File: src/rtl/pixel_scheduler_if.sv
// pixel_scheduler_if
//   Pixel handshake between the raster scheduler and the ray generation
//   pipeline.
//   pixel_valid : scheduler holds a pixel to issue
//   pixel_ready : ray pipeline can accept the pixel (inverse of its stall)
//   pixel_x     : current pixel column
//   pixel_y     : current pixel row
//   Modports: master (scheduler side), slave (pipeline side).
interface pixel_scheduler_if #(
    parameter int unsigned COORD_W = 10
);
    logic               pixel_valid;
    logic               pixel_ready;
    logic [COORD_W-1:0] pixel_x;
    logic [COORD_W-1:0] pixel_y;

    modport master (
        output pixel_valid,
        output pixel_x,
        output pixel_y,
        input  pixel_ready
    );

    modport slave (
        input  pixel_valid,
        input  pixel_x,
        input  pixel_y,
        output pixel_ready
    );
endinterface

File: src/rtl/pixel_scheduler.sv
// pixel_scheduler
//   Raster-scan sequencer feeding (x, y) pixel coordinates into the ray
//   generation pipeline, one frame per start pulse. In-flight rays are
//   limited by a credit counter replenished by downstream retire pulses.
//
// Ports:
//   clk, rst      : clock (rising edge), asynchronous active-high reset
//   start         : frame start request, honoured only when idle
//   frame_w/h     : frame dimensions, sampled on an accepted start
//   pix           : pixel handshake (pixel_valid/ready, pixel_x/y), master side
//   ray_retire    : one pulse per ray completed downstream
//   inflight      : number of issued, not yet retired rays
//   busy          : high whenever a frame is in progress (not idle)
//   frame_done    : one-cycle pulse when the frame has fully retired
//   retire_err    : sticky, a retire arrived while inflight was zero
//
// Optional feature (macro PIXEL_SCHED_PERF_EN):
//   frame_cycles  : cycles from scan entry through done, saturating
//   stall_cycles  : scan cycles with pixel_valid && !pixel_ready, saturating
module pixel_scheduler #(
    parameter int unsigned COORD_W      = 10,
    parameter int unsigned MAX_INFLIGHT = 16,
    parameter int unsigned CNT_W        = 8
) (
    input  logic                clk,
    input  logic                rst,
    input  logic                start,
    input  logic [COORD_W-1:0]  frame_w,
    input  logic [COORD_W-1:0]  frame_h,
    pixel_scheduler_if.master   pix,
    input  logic                ray_retire,
    output logic [CNT_W-1:0]    inflight,
    output logic                busy,
    output logic                frame_done,
    output logic                retire_err
`ifdef PIXEL_SCHED_PERF_EN
    ,
    output logic [31:0]         frame_cycles,
    output logic [31:0]         stall_cycles
`endif
);

    localparam logic [CNT_W-1:0] MAX_CNT = CNT_W'(MAX_INFLIGHT);

    typedef enum logic [1:0] {
        IDLE,
        SCAN,
        DRAIN,
        DONE
    } state_t;

    state_t             state, state_n;
    logic [COORD_W-1:0] w_q, h_q, x_q, y_q;
    logic [COORD_W-1:0] w_n, h_n, x_n, y_n;
    logic [CNT_W-1:0]   inflight_n;
    logic               valid_n;
    logic               err_n;
    logic               fire;
    logic               start_ok;

    assign fire     = pix.pixel_valid && pix.pixel_ready;
    assign start_ok = (state == IDLE) && start;

    // Fire and retire together cancel; a retire with nothing in flight
    // leaves the counter at zero and is flagged instead.
    always_comb begin
        inflight_n = inflight;
        if (fire && !ray_retire)
            inflight_n = inflight + CNT_W'(1);
        else if (!fire && ray_retire && inflight != '0)
            inflight_n = inflight - CNT_W'(1);
        err_n = retire_err || (ray_retire && inflight == '0);
    end

    always_comb begin
        state_n = state;
        w_n     = w_q;
        h_n     = h_q;
        x_n     = x_q;
        y_n     = y_q;
        case (state)
            IDLE: begin
                if (start) begin
                    if (frame_w != '0 && frame_h != '0) begin
                        state_n = SCAN;
                        w_n     = frame_w;
                        h_n     = frame_h;
                        x_n     = '0;
                        y_n     = '0;
                    end else begin
                        state_n = DONE;
                    end
                end
            end
            SCAN: begin
                if (fire) begin
                    if (x_q == w_q - COORD_W'(1)) begin
                        // Last pixel keeps its coordinates while draining.
                        if (y_q == h_q - COORD_W'(1)) begin
                            state_n = DRAIN;
                        end else begin
                            x_n = '0;
                            y_n = y_q + COORD_W'(1);
                        end
                    end else begin
                        x_n = x_q + COORD_W'(1);
                    end
                end
            end
            DRAIN: begin
                if (inflight_n == '0)
                    state_n = DONE;
            end
            DONE: begin
                state_n = IDLE;
            end
            default: begin
                state_n = IDLE;
            end
        endcase
        // Registered valid: derived from next state and next credit count,
        // never from pixel_ready combinationally.
        valid_n = (state_n == SCAN) && (inflight_n < MAX_CNT);
    end

    always_ff @(posedge clk or posedge rst) begin
        if (rst)
            state <= IDLE;
        else
            state <= state_n;
    end

    always_ff @(posedge clk or posedge rst) begin
        if (rst) begin
            w_q             <= '0;
            h_q             <= '0;
            x_q             <= '0;
            y_q             <= '0;
            inflight        <= '0;
            retire_err      <= 1'b0;
            pix.pixel_valid <= 1'b0;
        end else begin
            w_q             <= w_n;
            h_q             <= h_n;
            x_q             <= x_n;
            y_q             <= y_n;
            inflight        <= inflight_n;
            retire_err      <= err_n;
            pix.pixel_valid <= valid_n;
        end
    end

    assign pix.pixel_x = x_q;
    assign pix.pixel_y = y_q;
    assign busy        = (state != IDLE);
    assign frame_done  = (state == DONE);

`ifdef PIXEL_SCHED_PERF_EN
    always_ff @(posedge clk or posedge rst) begin
        if (rst) begin
            frame_cycles <= '0;
            stall_cycles <= '0;
        end else if (start_ok) begin
            frame_cycles <= '0;
            stall_cycles <= '0;
        end else begin
            if (state != IDLE && frame_cycles != '1)
                frame_cycles <= frame_cycles + 32'd1;
            if (state == SCAN && pix.pixel_valid && !pix.pixel_ready &&
                stall_cycles != '1)
                stall_cycles <= stall_cycles + 32'd1;
        end
    end
`else
    logic unused_start_ok;
    assign unused_start_ok = start_ok;
`endif

endmodule

File: src/flat_wrapper.sv
// flat-port wrapper written by rule: the top's interface ports become plain ports
module pixel_scheduler_flat 
#(
    parameter int unsigned COORD_W      = 10,
    parameter int unsigned MAX_INFLIGHT = 16,
    parameter int unsigned CNT_W        = 8
)
  (clk, rst, start, frame_w, frame_h, ray_retire, inflight, busy, frame_done, retire_err, pix_pixel_valid, pix_pixel_x, pix_pixel_y, pix_pixel_ready);
  pixel_scheduler_if #(.COORD_W(COORD_W)) pix_i ();
  input  logic clk;
  input  logic rst;
  input  logic start;
  input  logic [COORD_W-1:0] frame_w;
  input  logic [COORD_W-1:0] frame_h;
  input  logic ray_retire;
  output logic [CNT_W-1:0] inflight;
  output logic busy;
  output logic frame_done;
  output logic retire_err;
  output wire logic [$bits(pix_i.pixel_valid)-1:0] pix_pixel_valid;
  output wire logic [$bits(pix_i.pixel_x)-1:0] pix_pixel_x;
  output wire logic [$bits(pix_i.pixel_y)-1:0] pix_pixel_y;
  input wire logic [$bits(pix_i.pixel_ready)-1:0] pix_pixel_ready;
  assign pix_pixel_valid = pix_i.pixel_valid;
  assign pix_pixel_x = pix_i.pixel_x;
  assign pix_pixel_y = pix_i.pixel_y;
  assign pix_i.pixel_ready = pix_pixel_ready;
  pixel_scheduler #(.COORD_W(COORD_W), .MAX_INFLIGHT(MAX_INFLIGHT), .CNT_W(CNT_W)) u_core (.clk(clk), .rst(rst), .start(start), .frame_w(frame_w), .frame_h(frame_h), .pix(pix_i), .ray_retire(ray_retire), .inflight(inflight), .busy(busy), .frame_done(frame_done), .retire_err(retire_err));
endmodule
File: config.mk
export PLATFORM = sky130hd
export DESIGN_NAME = pixel_scheduler_flat
export DESIGN_NICKNAME = d
export VERILOG_FILES = /design/src/rtl/pixel_scheduler_if.sv /design/src/rtl/pixel_scheduler.sv /design/src/flat_wrapper.sv
export SDC_FILE = /design/constraint.sdc
export NUM_CORES = 1
export LEC_CHECK = 0
export CAP_MARGIN = 5
export CORE_MARGIN = 1.5
export CORE_UTILIZATION = 35
export CTS_CLUSTER_DIAMETER = 200
export DETAILED_ROUTE_END_ITERATION = 10
export HOLD_SLACK_MARGIN = 0.12
export SETUP_SLACK_MARGIN = 0.2
export SLEW_MARGIN = 10
export SYNTH_ARGS = -nofsm -noshare
export SYNTH_HDL_FRONTEND = slang
export SYNTH_SLANG_ARGS = --single-unit
File: constraint.sdc
create_clock -name clk -period 2.6 [get_ports clk]
set_clock_uncertainty 0.1 [all_clocks]
set_input_delay 0.39 -clock clk [delete_from_list [all_inputs] [get_ports clk]]
set_output_delay 0.39 -clock clk [all_outputs]
set_load 0.05 [all_outputs]
==> summary.md, run 1 <==
| Metric | Value |
|---|---|
| Clk buf depth | 2 |
| Post-synthesis register bit count | 52 |
| Post-Route Utilization | 54.7% |
| Iteration-0 DRC Markers | 170 |
| Rows | 35 |
| CP arrival | 2.96 ns |
| Drt drc | 0 |
| Total power | 3.04 mW |
| Post-route ant nets | 0 |
| Period utilization | 108% |
| Post-Synth Simple-Gate Area | 28.7% |
| VDD IR-drop max | 0.000597 V |
| Total global-route track usage | 19.6% |
| CP Capture Type | flop |
| Mapped Nets | 416 |
| Largest net degree at the start of global routing | 36 |
| # diodes | 0 |
| Slew Viols, Final | 0 |
| Crit Path Category | reg2reg |
| Post-synthesis mux area share | 0.956% |
| Starting density of the core | 36.5% |
| Area grow syn2layout | 49.9% |
| Die area | 10300 um2 |
| Global-route wire length before repair | 15.9 mm |
| Post-detail-place hpwl | 7.63 mm |
| Largest area contributor in the netlist | dfrtp_1 |
| Clock sinks | 52 |
| Vias | 3426 |
| Avg Synthesized Cell Area | 8.86 um2 |
| Synth top area share | 38.2% |
| Routability cong. | 0.848 |
| Outcome | finished with violations |
| Setup TNS Final | -3.72 ns |
| Final hold viol count | 0 |
| Mapped Area | 3400 um2 |
| WL per Instance | 15.7 um |
| CP Max Fanout | 4 |
| Total grt overflow | 0 |
| Vias in the first global route | 3193 |
| Clock Latency Late Sink | 0.31 ns |
| Top Ports | 57 |
| Chip Width | 102 um |
| Post-layout net count | 551 |
| Failing checks | setup timing |
| Max Clk Rate | 0.355 GHz |
| Syn Inst Count | 384 |
| Synth area leaders | dfrtp_1 38%, nand2_1 7.5%, xnor2_1 4.6% |
| Input/output buffers | 56 |
| CORE AREA | 9330 um2 |
| Max Cap Viol | 0 |
| Reg clk slew, reported paths | 0.10 ns |
| Clock buffer count from CTS | 5 |
| Sequential area share after synthesis | 38.2% |
| Largest family of logic cells by synthesized area | simple AND/OR/NAND/NOR gates |
| Tmin final | 2.81 ns |
| Hold Worst Slack | 0.287 ns |
| Ys async rst share | 100% |
| Post-synth EDFFs | 0 |
| Vias per cell | 5.28 |
| Die height | 102 um |
| Final worst slack | -0.214 ns |
| Placed inst area | 4790 um2 |
| Final WL | 10.2 mm |
| Clk root buf | clkbuf_8 |
| Rel. slew slack | 44.1% |
| Yosys cell types | 66 |
| Critical path launch point type | flop |
| Initial antenna violation count | 0 |
| Dpl ws | -0.321 ns |
| Post-Synth XOR/XNOR Area | 8.12% |
| Post-synth top cells | 68 x nand2_1, 52 x dfrtp_1, 23 x o21ai_0 |
| Layout cells sized above 1 | 30.0% |
| Cell with the most instances after synthesis | nand2_1 |
| Post-synth top flop | dfrtp_1 |
| Setup-failing EPs final | 23 |
| Cell Count, Final, Fillers Out | 649 |
| Post-Layout Inst Area | 5100 um2 |
| H-tree levels | 2 |
| Worst-Margin Slew | 0.831 ns |
| Hold WC Path Type | in2async |
| Inst Count DP | 632 |
| Synth warnings | 0 |
| PwrDens | 596 nW/um2 |
| Post-synthesis adder-cell area fraction | 2.57% |
| Complex-gate fraction of the synthesized area | 17.4% |
| Worst Path Required | 2.74 ns |
| RSZ-0062 raised after global routing | true |
| Drt pass-1 iters | 4 |
| Total leakage power | 2.23 nW |
| CTS tree | yes |
==> registers in the layout (all words and copies together) (netlist names) <==
register                cells
u_core.pix.pixel_x         10
u_core.state                2
u_core.w_q                 10
u_core.pix.pixel_valid      1
u_core.inflight             8
u_core.h_q                 10
u_core.retire_err           1
u_core.pix.pixel_y         10
==> per-layer routing <==
layer | wire [um] | GRT usage [%]
met5 | 0 | 0
met4 | 118 | 4.91
met3 | 524 | 4.14
met2 | 4820 | 32.3
met1 | 4740 | 26.3
==> repair_timing <==
| item | 4_1_cts | 5_1_grt |
|---|---|---|
| pin swaps | 11 | 12 |
| hold buffers | 0 | 0 |
| endpoints found under the hold margin | 0 | 0 |
| setup endpoints to repair | 23 | 23 |
| setup buffers | 3 | 4 |
| cloned | 0 | 2 |
| gates resized for setup | 12 | 19 |
==> critical path, stage by stage (launching register included) <==
cell      delay (ns)
dfrtp_1         0.41
inv_2           0.09
ha_4            0.13
or3b_4          0.39
or4_1           0.47
a31oi_1         0.19
o2111a_2        0.26
or3b_4          0.43
o21ai_4         0.14
a22o_1          0.16
==> worst paths after layout <==
check                                             from                                 to  slack (ns)  cells past startpoint
setup / recovery             u_core.h_q[0]$_DFFE_PP0P_  u_core.pix.pixel_x[1]$_DFFE_PP0P_       -0.21                      9
hold reg to reg            u_core.retire_err$_DFF_PP0_        u_core.retire_err$_DFF_PP0_        0.37                      1
min in group clk           u_core.retire_err$_DFF_PP0_        u_core.retire_err$_DFF_PP0_        0.37                      1
max in group asynchronous                          rst          u_core.w_q[1]$_DFFE_PP0P_        1.54                      3
setup reg to reg             u_core.h_q[0]$_DFFE_PP0P_  u_core.pix.pixel_x[1]$_DFFE_PP0P_       -0.21                      9
hold / removal                                     rst       u_core.inflight[2]$_DFF_PP0_        0.29                      2
==> cells in the final DEF (no fill, tap or decap), types with 3 or more instances in the layout <==
| master | count |
|---|---|
| o21ai_2 | 5 |
| dfrtp_1 | 42 |
| inv_1 | 8 |
| nor4_1 | 5 |
| buf_4 | 80 |
| clkbuf_8 | 6 |
| nor3_1 | 12 |
| nand3_1 | 10 |
| or3_1 | 11 |
| buf_6 | 3 |
| a31o_2 | 3 |
| nor2b_1 | 3 |
| ha_1 | 5 |
| xor2_1 | 11 |
| and3_1 | 4 |
| clkdlybuf4s50_1 | 55 |
| nand4_1 | 12 |
| o31ai_1 | 5 |
| nor2_1 | 9 |
| o21ai_0 | 15 |
| and2_1 | 6 |
| o41ai_2 | 3 |
| or4_1 | 9 |
| a21oi_1 | 15 |
| dfrtp_2 | 10 |
| nand2b_1 | 6 |
| or4_4 | 6 |
| xnor2_1 | 17 |
| nand2_1 | 67 |
| buf_12 | 4 |
| inv_2 | 5 |
==> logic make-up (layout without fill, tap and decap cells) <==
logic type | Yosys count | after routing
AOI/OAI and AO/OA | 85 | 85
adders and majority gates | 7 | 7
DFF | 52 | 52
xor gates and xnor gates | 30 | 30
muxes | 3 | 3
buffers and inverters | 29 | 165
and+or+nand+nor | 178 | 178
==> layout make-up <==
cell class                      instances  area [um2]
Clock buffer                            6        82.6
Multi-Input combinational cell        303        2180
Clock inverter                          2        10.0
Tap cell                              129         161
Fill cell                             869        4230
Timing Repair Buffer                  144        1300
Inverter                               13        48.8
Sequential cell                        52        1310
==> power breakdown <==
part,total (mW),internal (mW),switching [mW]
logic,1.54,0.645,0.897
clock network,0.488,0.213,0.275
registers,1.01,0.925,0.0834
total,3.04,1.78,1.26
Note: power is estimated with default switching activity, not from simulation.
==> inputs of run 2 (changes only) <==
Settings changed: SLEW_MARGIN 10 to 20.
==> results of run 2 <==
The final DEF is identical to that of run 1; final timing and power are the same.
